--- src/rtl/trng_axil_fifo_reg.sv ---
// AXI4-Lite read-only slave that packs TRNG bytes into 32-bit words and buffers them in a FIFO.
// Registers: DATA (pop), STATUS (sticky flags clear on read), CONFIG (constant).
module trng_axil_fifo_reg #(
   parameter int BYTES_PER_WORD = 4,
   parameter int FIFO_DEPTH     = 16,
   parameter int ADDR_W         = 4
) (
   input  logic              S_AXI_ACLK,
   input  logic              S_AXI_ARESET,
   input  logic [ADDR_W-1:0] S_AXI_ARADDR,
   input  logic              S_AXI_ARVALID,
   output logic              S_AXI_ARREADY,
   output logic [31:0]       S_AXI_RDATA,
   output logic [1:0]        S_AXI_RRESP,
   output logic              S_AXI_RVALID,
   input  logic              S_AXI_RREADY,
   input  logic [7:0]        trng_byte,
   input  logic              trng_valid,
   output logic              fifo_nonempty
);

   localparam int PTR_W = $clog2(FIFO_DEPTH);

   localparam logic [0:0] ST_IDLE = 1'b0;
   localparam logic [0:0] ST_RESP = 1'b1;

   localparam logic [1:0] RESP_OKAY   = 2'b00;
   localparam logic [1:0] RESP_SLVERR = 2'b10;

   logic [0:0]       state;
   logic [31:0]      mem [FIFO_DEPTH];
   logic [PTR_W-1:0] wr_ptr;
   logic [PTR_W-1:0] rd_ptr;
   logic [PTR_W:0]   level;
   logic [PTR_W:0]   level_next;
   logic [2:0]       byte_cnt;
   logic [31:0]      word_acc;
   logic [31:0]      push_word;
   logic             overflow;
   logic             underflow;

   logic             empty;
   logic             full;
   logic             last_byte;
   logic             ar_accept;
   logic [1:0]       word_idx;
   logic             pop;
   logic             push_ok;
   logic             ovf_set;
   logic             unf_set;
   logic             sts_clr;
   logic [31:0]      rd_data;
   logic [1:0]       rd_resp;
   logic             unused_addr;

   assign unused_addr = ^S_AXI_ARADDR;

   assign empty     = (level == '0);
   assign full      = (level == (PTR_W+1)'(FIFO_DEPTH));
   assign last_byte = trng_valid && !S_AXI_ARESET &&
                      (byte_cnt == 3'(BYTES_PER_WORD - 1));
   // The completing byte is merged combinationally so it lands in the pushed word.
   assign push_word = word_acc | ({24'b0, trng_byte} << {byte_cnt, 3'b000});

   assign word_idx  = S_AXI_ARADDR[3:2];
   assign ar_accept = (state == ST_IDLE) && S_AXI_ARVALID && !S_AXI_ARESET;
   assign pop       = ar_accept && (word_idx == 2'd0) && !empty;
   assign push_ok   = last_byte && (!full || pop);
   assign ovf_set   = last_byte && full && !pop;
   assign unf_set   = ar_accept && (word_idx == 2'd0) && empty;
   assign sts_clr   = ar_accept && (word_idx == 2'd1);

   assign level_next = level + (PTR_W+1)'(push_ok) - (PTR_W+1)'(pop);

   assign S_AXI_ARREADY = (state == ST_IDLE);

   always_comb begin
      rd_data = '0;
      rd_resp = RESP_OKAY;
      case (word_idx)
         2'd0: rd_data = empty ? '0 : mem[rd_ptr];
         2'd1: begin
            rd_data[0]    = empty;
            rd_data[1]    = full;
            rd_data[2]    = overflow;
            rd_data[3]    = underflow;
            rd_data[6:4]  = byte_cnt;
            rd_data[15:8] = 8'(level);
         end
         2'd2: begin
            rd_data[7:0]  = 8'(BYTES_PER_WORD);
            rd_data[23:8] = 16'(FIFO_DEPTH);
         end
         default: rd_resp = RESP_SLVERR;
      endcase
   end

   always_ff @(posedge S_AXI_ACLK) begin
      if (push_ok) begin
         mem[wr_ptr] <= push_word;
      end
   end

   always_ff @(posedge S_AXI_ACLK) begin
      if (S_AXI_ARESET) begin
         state         <= ST_IDLE;
         S_AXI_RVALID  <= 1'b0;
         S_AXI_RDATA   <= '0;
         S_AXI_RRESP   <= RESP_OKAY;
         fifo_nonempty <= 1'b0;
         wr_ptr        <= '0;
         rd_ptr        <= '0;
         level         <= '0;
         byte_cnt      <= '0;
         word_acc      <= '0;
         overflow      <= 1'b0;
         underflow     <= 1'b0;
      end else begin
         if (trng_valid) begin
            if (last_byte) begin
               byte_cnt <= '0;
               word_acc <= '0;
            end else begin
               byte_cnt <= byte_cnt + 3'd1;
               word_acc <= push_word;
            end
         end

         if (push_ok) wr_ptr <= wr_ptr + PTR_W'(1);
         if (pop)     rd_ptr <= rd_ptr + PTR_W'(1);
         level         <= level_next;
         fifo_nonempty <= (level_next != '0);

         // Set events take priority over the STATUS read clear.
         if (ovf_set)      overflow <= 1'b1;
         else if (sts_clr) overflow <= 1'b0;
         if (unf_set)      underflow <= 1'b1;
         else if (sts_clr) underflow <= 1'b0;

         case (state)
            ST_IDLE: begin
               if (ar_accept) begin
                  S_AXI_RDATA  <= rd_data;
                  S_AXI_RRESP  <= rd_resp;
                  S_AXI_RVALID <= 1'b1;
                  state        <= ST_RESP;
               end
            end
            default: begin
               if (S_AXI_RREADY) begin
                  S_AXI_RVALID <= 1'b0;
                  state        <= ST_IDLE;
               end
            end
         endcase
      end
   end

endmodule
--- config.mk ---
export PLATFORM = sky130hd
export DESIGN_NAME = trng_axil_fifo_reg
export DESIGN_NICKNAME = d
export VERILOG_FILES = /design/src/rtl/trng_axil_fifo_reg.sv
export SDC_FILE = /design/constraint.sdc
export NUM_CORES = 1
export LEC_CHECK = 0
export BUFFER_PORTS_ARGS = -buffer_cell sky130_fd_sc_hd__buf_2
export CAP_MARGIN = 20
export CORE_ASPECT_RATIO = 0.75
export CORE_MARGIN = 5
export CORE_UTILIZATION = 30
export DETAILED_ROUTE_END_ITERATION = 8
export REMOVE_ABC_BUFFERS = 1
export SKIP_CTS_REPAIR_TIMING = 1
export SLEW_MARGIN = 10
export SYNTH_ARGS = -nofsm -noshare
export SYNTH_HDL_FRONTEND = slang
export SYNTH_SLANG_ARGS = --single-unit
--- constraint.sdc ---
create_clock -name S_AXI_ACLK -period 8.98 [get_ports S_AXI_ACLK]
set_input_delay 0.898 -clock S_AXI_ACLK [delete_from_list [all_inputs] [get_ports S_AXI_ACLK]]
set_output_delay 0.898 -clock S_AXI_ACLK [all_outputs]
set_load 0.02 [all_outputs]
Word level (Yosys, flattened, before mapping)
Memories as Yosys holds them, arrays and structs flattened. A register that Yosys moved wholly into a read port is not among the register bits.
Index checks and enable logic that the tools add are counted.
{"block": "totals", "ff_bits": 87, "ram_bits": 512, "out_inout_bits": 37, "word_cells": 73, "n_memories": 1}
{"block": "classes", "n_addsub": 5, "eq_ne": 5, "shift": 1, "n_mux": 22, "n_bitwise": 2, "n_reduce_logical": 25}
{"name": "mem", "depth": 16, "width": 32, "read_ports": 1, "rd_clocked_by_memory_dff": 1, "write_ports": 1, "line_no": "31", "text": "logic [31:0] mem [FIFO_DEPTH];"}
{"op": "two-way mux 32 bit", "n": 2}
{"op": "bitwise OR 32 bit", "n": 1}
{"op": "<< shifter 8 x 6 -> 32 bit", "n": 1}
{"op": "one-hot mux 8 bit (3 select lines)", "n": 1}
{"op": "one-hot mux 7 bit (3 select lines)", "n": 1}
{"op": "two-way mux 8 bit", "n": 2}
{"op": "two-way mux 1 bit", "n": 12}
{"op": "logical AND 1 bit", "n": 11}
{"op": "adder 4 x 1 -> 4 bit, second input constant", "n": 2}
{"op": "two-way mux 4 bit", "n": 2}
{"op": "nonzero test 2 bit", "n": 3}
{"op": "adder 5 x 1 -> 5 bit", "n": 1}
{"op": "== test 5 bit, second input constant", "n": 1}
{"op": "logical NOT 5 bit", "n": 1}
{"op": "nonzero test 5 bit", "n": 1}
{"op": "subtractor 5 x 1 -> 5 bit", "n": 1}
{"op": "logical NOT 1 bit", "n": 4}
{"op": "AND reduction 2 bit", "n": 2}
{"op": "adder 3 x 1 -> 3 bit, second input constant", "n": 1}
{"op": "== test 3 x 2 -> 1 bit, second input constant", "n": 1}
{"op": "two-way mux 3 bit", "n": 1}
{"op": "OR reduction 3 bit", "n": 1}
{"op": "== test 2 x 1 -> 1 bit, second input constant", "n": 1}
{"op": "== test 2 bit, second input constant", "n": 1}
{"op": "other kinds (5)", "n": 5}

Longest topological paths before layout
{"block": "logic_depth", "word_depth": 10, "ltp_mapped": 14, "ltp_nobuf": 14}

Worst setup path after synthesis
OpenSTA, ideal clock, no wires.
{"block": "synth_path", "path_kind": "input-to-reg", "start": "input port S_AXI_ARADDR[3]", "end": "memory mem[0][0] (enable)", "setup_ps": 461, "arrival_time_ps": 3972, "t_required_ps": 8519, "slack_ps": 4547, "stages": 4, "n_path_buf": 1, "path_cell_list": "buf_2 o41ai_2 nand3_1 nor3_1"}
{"block": "synth_between", "elab_chain_len": 7}
{"element": "start, declared", "line_no": "10", "text": "input logic [ADDR_W-1:0] S_AXI_ARADDR,"}
{"element": "logical NOT 2 bit", "line_no": "67", "text": "assign pop = ar_accept && (word_idx == 2'd0) && !empty;"}
{"element": "logical AND 1 bit (2 in series)", "line_no": "67"}
{"element": "logical OR 1 bit", "line_no": "68", "text": "assign push_ok = last_byte && (!full || pop);"}
{"element": "logical AND 1 bit", "line_no": "68"}
{"element": "two-way mux 1 bit", "line_no": "99", "text": "if (push_ok) begin"}
{"element": "two-way mux 1 bit (not written as such)", "line_no": "100", "text": "mem[wr_ptr] <= push_word;"}
{"element": "end, declared", "line_no": "31"}
No other way between the ends.

Worst setup path in the final report
{"block": "layout_path", "start": "input port S_AXI_ARESET", "end": "register fifo_nonempty"}
{"block": "layout_between", "elab_chain_len": 9, "elab_cells_between_ends": 11, "cone_classes": "add/sub: 2; reduce/logical: 9"}
{"element": "start, declared", "line_no": "9", "text": "input logic S_AXI_ARESET,"}
{"element": "logical NOT 1 bit", "line_no": "60, 66"}
{"element": "logical AND 1 bit", "line_no": "66", "text": "assign ar_accept = (state == ST_IDLE) && S_AXI_ARVALID && !S_AXI_ARESET;"}
{"element": "logical AND 1 bit (2 in series)", "line_no": "67"}
{"element": "logical OR 1 bit", "line_no": "68"}
{"element": "logical AND 1 bit", "line_no": "68"}
{"element": "adder 5 x 1 -> 5 bit", "line_no": "73", "text": "assign level_next = level + (PTR_W+1)'(push_ok) - (PTR_W+1)'(pop);"}
{"element": "subtractor 5 x 1 -> 5 bit", "line_no": "73"}
{"element": "nonzero test 5 bit", "line_no": "132", "text": "fifo_nonempty <= (level_next != '0);"}
{"element": "end signal, assigned", "line_no": "132"}
{"element": "end, declared", "line_no": "19", "text": "output logic fifo_nonempty"}
Parallel ways exist; a longest one is shown, timed or not.
A chain may end at the register's enable or synchronous reset.

==> flow_metrics.env <==
export IMPL_max_clock_path_buffers=3
export IMPL_numCtsBuffers=53
export IMPL_timing_hold_worst_class="register to register"
export IMPL_first_pass_grt_wire_length_um=77300
export IMPL_path_cells="buf_2 -> nor3b_4 -> a21boi_2 -> nor2_1 -> inv_1 -> ha_1 -> inv_1 -> ha_1 -> fa_1 -> a21oi_1 -> o21bai_1 -> xnor2_1 -> a41oi_1"
export IMPL_fp_dieW_um=332
export IMPL_die_h_um=251
export IMPL_switching_power_summed_over_all_nets_w=0.00117
export IMPL_crit_path_max_incr_delay_ns=0.47
export IMPL_leakagePower_nw=8.77
export IMPL_globalplace_congestion=0.722
export IMPL_endpoint_kind="register"
export IMPL_layout_area_overhead_vs_synth_pct=13.5
export IMPL_cp_required_ns=9.38
export IMPL_synthDominantAreaCellType="sky130_fd_sc_hd__edfxtp_1"
export IMPL_stdcell_area_mm2=0.0264
export IMPL_ys_warn_count=0
export IMPL_share_comb_of_total_power_pct=4.5
export IMPL_grt_start_max_net_pins=97
export IMPL_post_synth_num_cell_types=60
export IMPL_final_antenna_net_count=0
export IMPL_max_cap_violations=0
export IMPL_post_route_period_util_pct=39.0
export IMPL_core_area_mm2=0.0770
export IMPL_drc_viols=0
export IMPL_yosysSeqAreaShare_pct=73.8
export IMPL_power_share_clock_pct=39.7
export IMPL_unrepaired_setup_endpoints_after_global_routing="false"
export IMPL_synth_enable_flop_cells=512
export IMPL_clock_insertion_delay_worst_skew_ns=0.59
export IMPL_design_die_area_mm2=0.0834
export IMPL_initial_antenna_violation_count=2
export IMPL_post_synth_most_frequent_cells="sky130_fd_sc_hd__edfxtp_1 (512), sky130_fd_sc_hd__mux4_2 (121), sky130_fd_sc_hd__dfxtp_1 (90), sky130_fd_sc_hd__mux2i_1 (74), sky130_fd_sc_hd__nor2_1 (56)"
export IMPL_clock_tree_htree_level_count=2
export IMPL_place_area_mm2=0.0247
export IMPL_synthesis_area_per_instance_um2=19.4
export IMPL_dr_pass1_iters=4
export IMPL_detail_route_vias_per_cell=4.90
export IMPL_netlist_top_cells_area="sky130_fd_sc_hd__edfxtp_1 (66%), sky130_fd_sc_hd__mux4_2 (12%), sky130_fd_sc_hd__dfxtp_1 (7.7%), sky130_fd_sc_hd__mux2i_1 (3.2%), sky130_fd_sc_hd__a21o_1 (1.7%)"
export IMPL_post_synth_top_area_fraction_pct=66.0
export IMPL_final_cell_count_no_fill=2347
export IMPL_grt_use_total_pct=12.3
export IMPL_worst_slew_margin_rel_pct=26.3
export IMPL_yosysMostFrequentCell="sky130_fd_sc_hd__edfxtp_1"
export IMPL_timing_clock_skew_ns=0.0280
export IMPL_path_delay_family="adder cells"
export IMPL_final_layout_size_suffix_gt1_share_pct=23.5
export IMPL_avgRoutedWirePerCell_um=22.5
export IMPL_ioPinCount=54
export IMPL_cp_start_kind="input pin"
export IMPL_postSynthCellCount=1203
export IMPL_slew_viol_final=0
export IMPL_critical_path_n_buffers_inverters=3
export IMPL_postSynthRegisterBits=602
export IMPL_slowest_stage="sky130_fd_sc_hd__nor3b_4"
export IMPL_fin_nets=1298
export IMPL_timing_setup_tns_ns=0
export IMPL_setup_viol_count_final=0
export IMPL_post_synth_instance_area_mm2=0.0233
export IMPL_core_rowCount=88
export IMPL_number_of_input_and_output_port_buffers_inserted=50
export IMPL_worst_setup_path_type="input pin to register"
export IMPL_power_share_switching_pct=21.1
export IMPL_run_status="finished, final reports clean"
export IMPL_clock_root_buffer="sky130_fd_sc_hd__clkbuf_16"
export IMPL_worst_slew_pin_transition_ns=1.11
export IMPL_seq_pwr_share_pct=55.8
export IMPL_fmaxAchievable_ghz=0.285
export IMPL_detail_route_wirelength_um=52800
export IMPL_power_density_mw_per_mm2=209
export IMPL_critPathArrivalTime_ns=3.90
export IMPL_filler_cell_count=7179
export IMPL_grt_pass1_vias=11400
export IMPL_dpl_cell_count=2246
export IMPL_starting_density_pct=30.3
export IMPL_final_core_util_pct=34.3
export IMPL_fin_crit_ns=3.50
export IMPL_timing_hold_violations_final=0
export IMPL_grt_overflow_total=0
export IMPL_dominantRegCellSynth="sky130_fd_sc_hd__edfxtp_1"
export IMPL_synthArstFlopShare_pct=0
export IMPL_irDropWorstVdd_uv=126
export IMPL_antenna_diode_count=0
export IMPL_tritoncts="done"
export IMPL_initialDrtViolationCount=1034
export IMPL_via_count=11500
export IMPL_dp_hpwl_um=28400
export IMPL_clock_sinks=602
export IMPL_clk_pin_slew_ns=0.06
export IMPL_timing_critical_path_fanout_max=42
export IMPL_internal_power_w=0.00436
==> area by class of cell <==
type / count / area, um^2 / area share [%]
Sequential cell: 602 / 17200 / 65.0
Multi-Input combinational cell: 521 / 5750 / 21.8
Clock buffer: 80 / 1550 / 5.86
Tap cell: 1035 / 1290 / 4.90
Timing Repair Buffer: 78 / 480 / 1.82
Clock inverter: 19 / 125 / 0.473
Inverter: 12 / 45.0 / 0.170
==> logic make-up (layout without fill, tap and decap cells) <==
logic type,count (synthesis),count (layout),share of synthesized area (%)
compound gates,142,142,4.32
xor+xnor,6,6,0.226
fa+ha+maj,13,13,0.731
buf+inv,80,189,1.90
flops,602,602,73.8
mux,198,198,15.0
other cells,1,1,0.0161
simple gates,161,161,4.02
==> metrics by stage <==
stage | total power, W | hold WS, ns | setup slack (ns)
2_1_floorplan | 0.00330 | 0.452 | 2.60
3_3_place_gp | 0.00338 | 0.432 | 4.92
3_5_place_dp | 0.00339 | 0.440 | 4.92
4_1_cts | 0.00558 | 0.456 | 5.51
5_1_grt | 0.00572 | 0.470 | 5.25
6_report | 0.00553 | 0.449 | 5.48
==> worst paths after layout <==
kind | cells past startpoint | slack [ns] | start | endpoint
hold reg to reg | 1 | 0.45 | S_AXI_RDATA[14]$_SDFFE_PP0P_ | S_AXI_RDATA[14]$_SDFFE_PP0P_
setup reg to reg | 5 | 5.59 | state$_SDFF_PP0_ | mem[7][12]$_DFFE_PP_
hold / removal | 1 | 0.45 | S_AXI_RDATA[14]$_SDFFE_PP0P_ | S_AXI_RDATA[14]$_SDFFE_PP0P_
setup / recovery | 13 | 5.48 | S_AXI_ARESET | fifo_nonempty$_SDFF_PP0_
==> per-layer routing <==
metal  up-vias  track usage [%]  routed length, um
li1       5005                -                  -
met1      6103             18.5              25500
met2       311             18.8              23500
met3        75             2.28               2900
met4         0             2.43                945
met5         -                0                  0
==> power by group through the flow <==
| stage | registers (W) | clock network (W) | logic, W |
|---|---|---|---|
| final | 0.00308 | 0.00220 | 0.000248 |
| after global routing | 0.00308 | 0.00236 | 0.000273 |
| after CTS | 0.00308 | 0.00225 | 0.000248 |
| after detailed placement | 0.00314 | 0 | 0.000246 |
| after global placement | 0.00314 | 0 | 0.000237 |
| after floorplan | 0.00315 | 0 | 0.000146 |
==> worst register-to-register path: stages, from the launching register on <==
cell and delay [ns]:
sky130_fd_sc_hd__dfxtp_1 0.37, sky130_fd_sc_hd__nand2b_1 0.46, sky130_fd_sc_hd__o41ai_2 0.66, sky130_fd_sc_hd__nand3_1 0.37, sky130_fd_sc_hd__nor2b_4 0.70, sky130_fd_sc_hd__buf_4 0.49
==> state kept, by name (all words and copies together) (netlist names), named ones only <==
signal and count:
overflow 1, byte_cnt 3, mem 512, rd_ptr 4
underflow 1, wr_ptr 4, fifo_nonempty 1, level 5
S_AXI_RVALID 1, S_AXI_RDATA 32, S_AXI_RRESP 1, state 1
word_acc 32
==> cells in the final DEF (no fill, tap or decap), types with 8 or more instances in the layout <==
cell / instances
sky130_fd_sc_hd__a21o_1: 53
sky130_fd_sc_hd__a21oi_1: 13
sky130_fd_sc_hd__a22oi_1: 11
sky130_fd_sc_hd__buf_2: 50
sky130_fd_sc_hd__buf_4: 25
sky130_fd_sc_hd__clkbuf_1: 16
sky130_fd_sc_hd__clkbuf_16: 54
sky130_fd_sc_hd__clkbuf_8: 10
sky130_fd_sc_hd__clkinv_2: 8
sky130_fd_sc_hd__dfxtp_1: 87
sky130_fd_sc_hd__edfxtp_1: 512
sky130_fd_sc_hd__ha_1: 12
sky130_fd_sc_hd__inv_1: 12
sky130_fd_sc_hd__mux2i_1: 74
sky130_fd_sc_hd__mux4_2: 121
sky130_fd_sc_hd__nand3_1: 14
sky130_fd_sc_hd__nor2_1: 51
sky130_fd_sc_hd__nor2b_1: 11
sky130_fd_sc_hd__nor3b_1: 32
sky130_fd_sc_hd__o21ai_0: 12
sky130_fd_sc_hd__o22ai_1: 21
(Power assumes the default switching activity.)
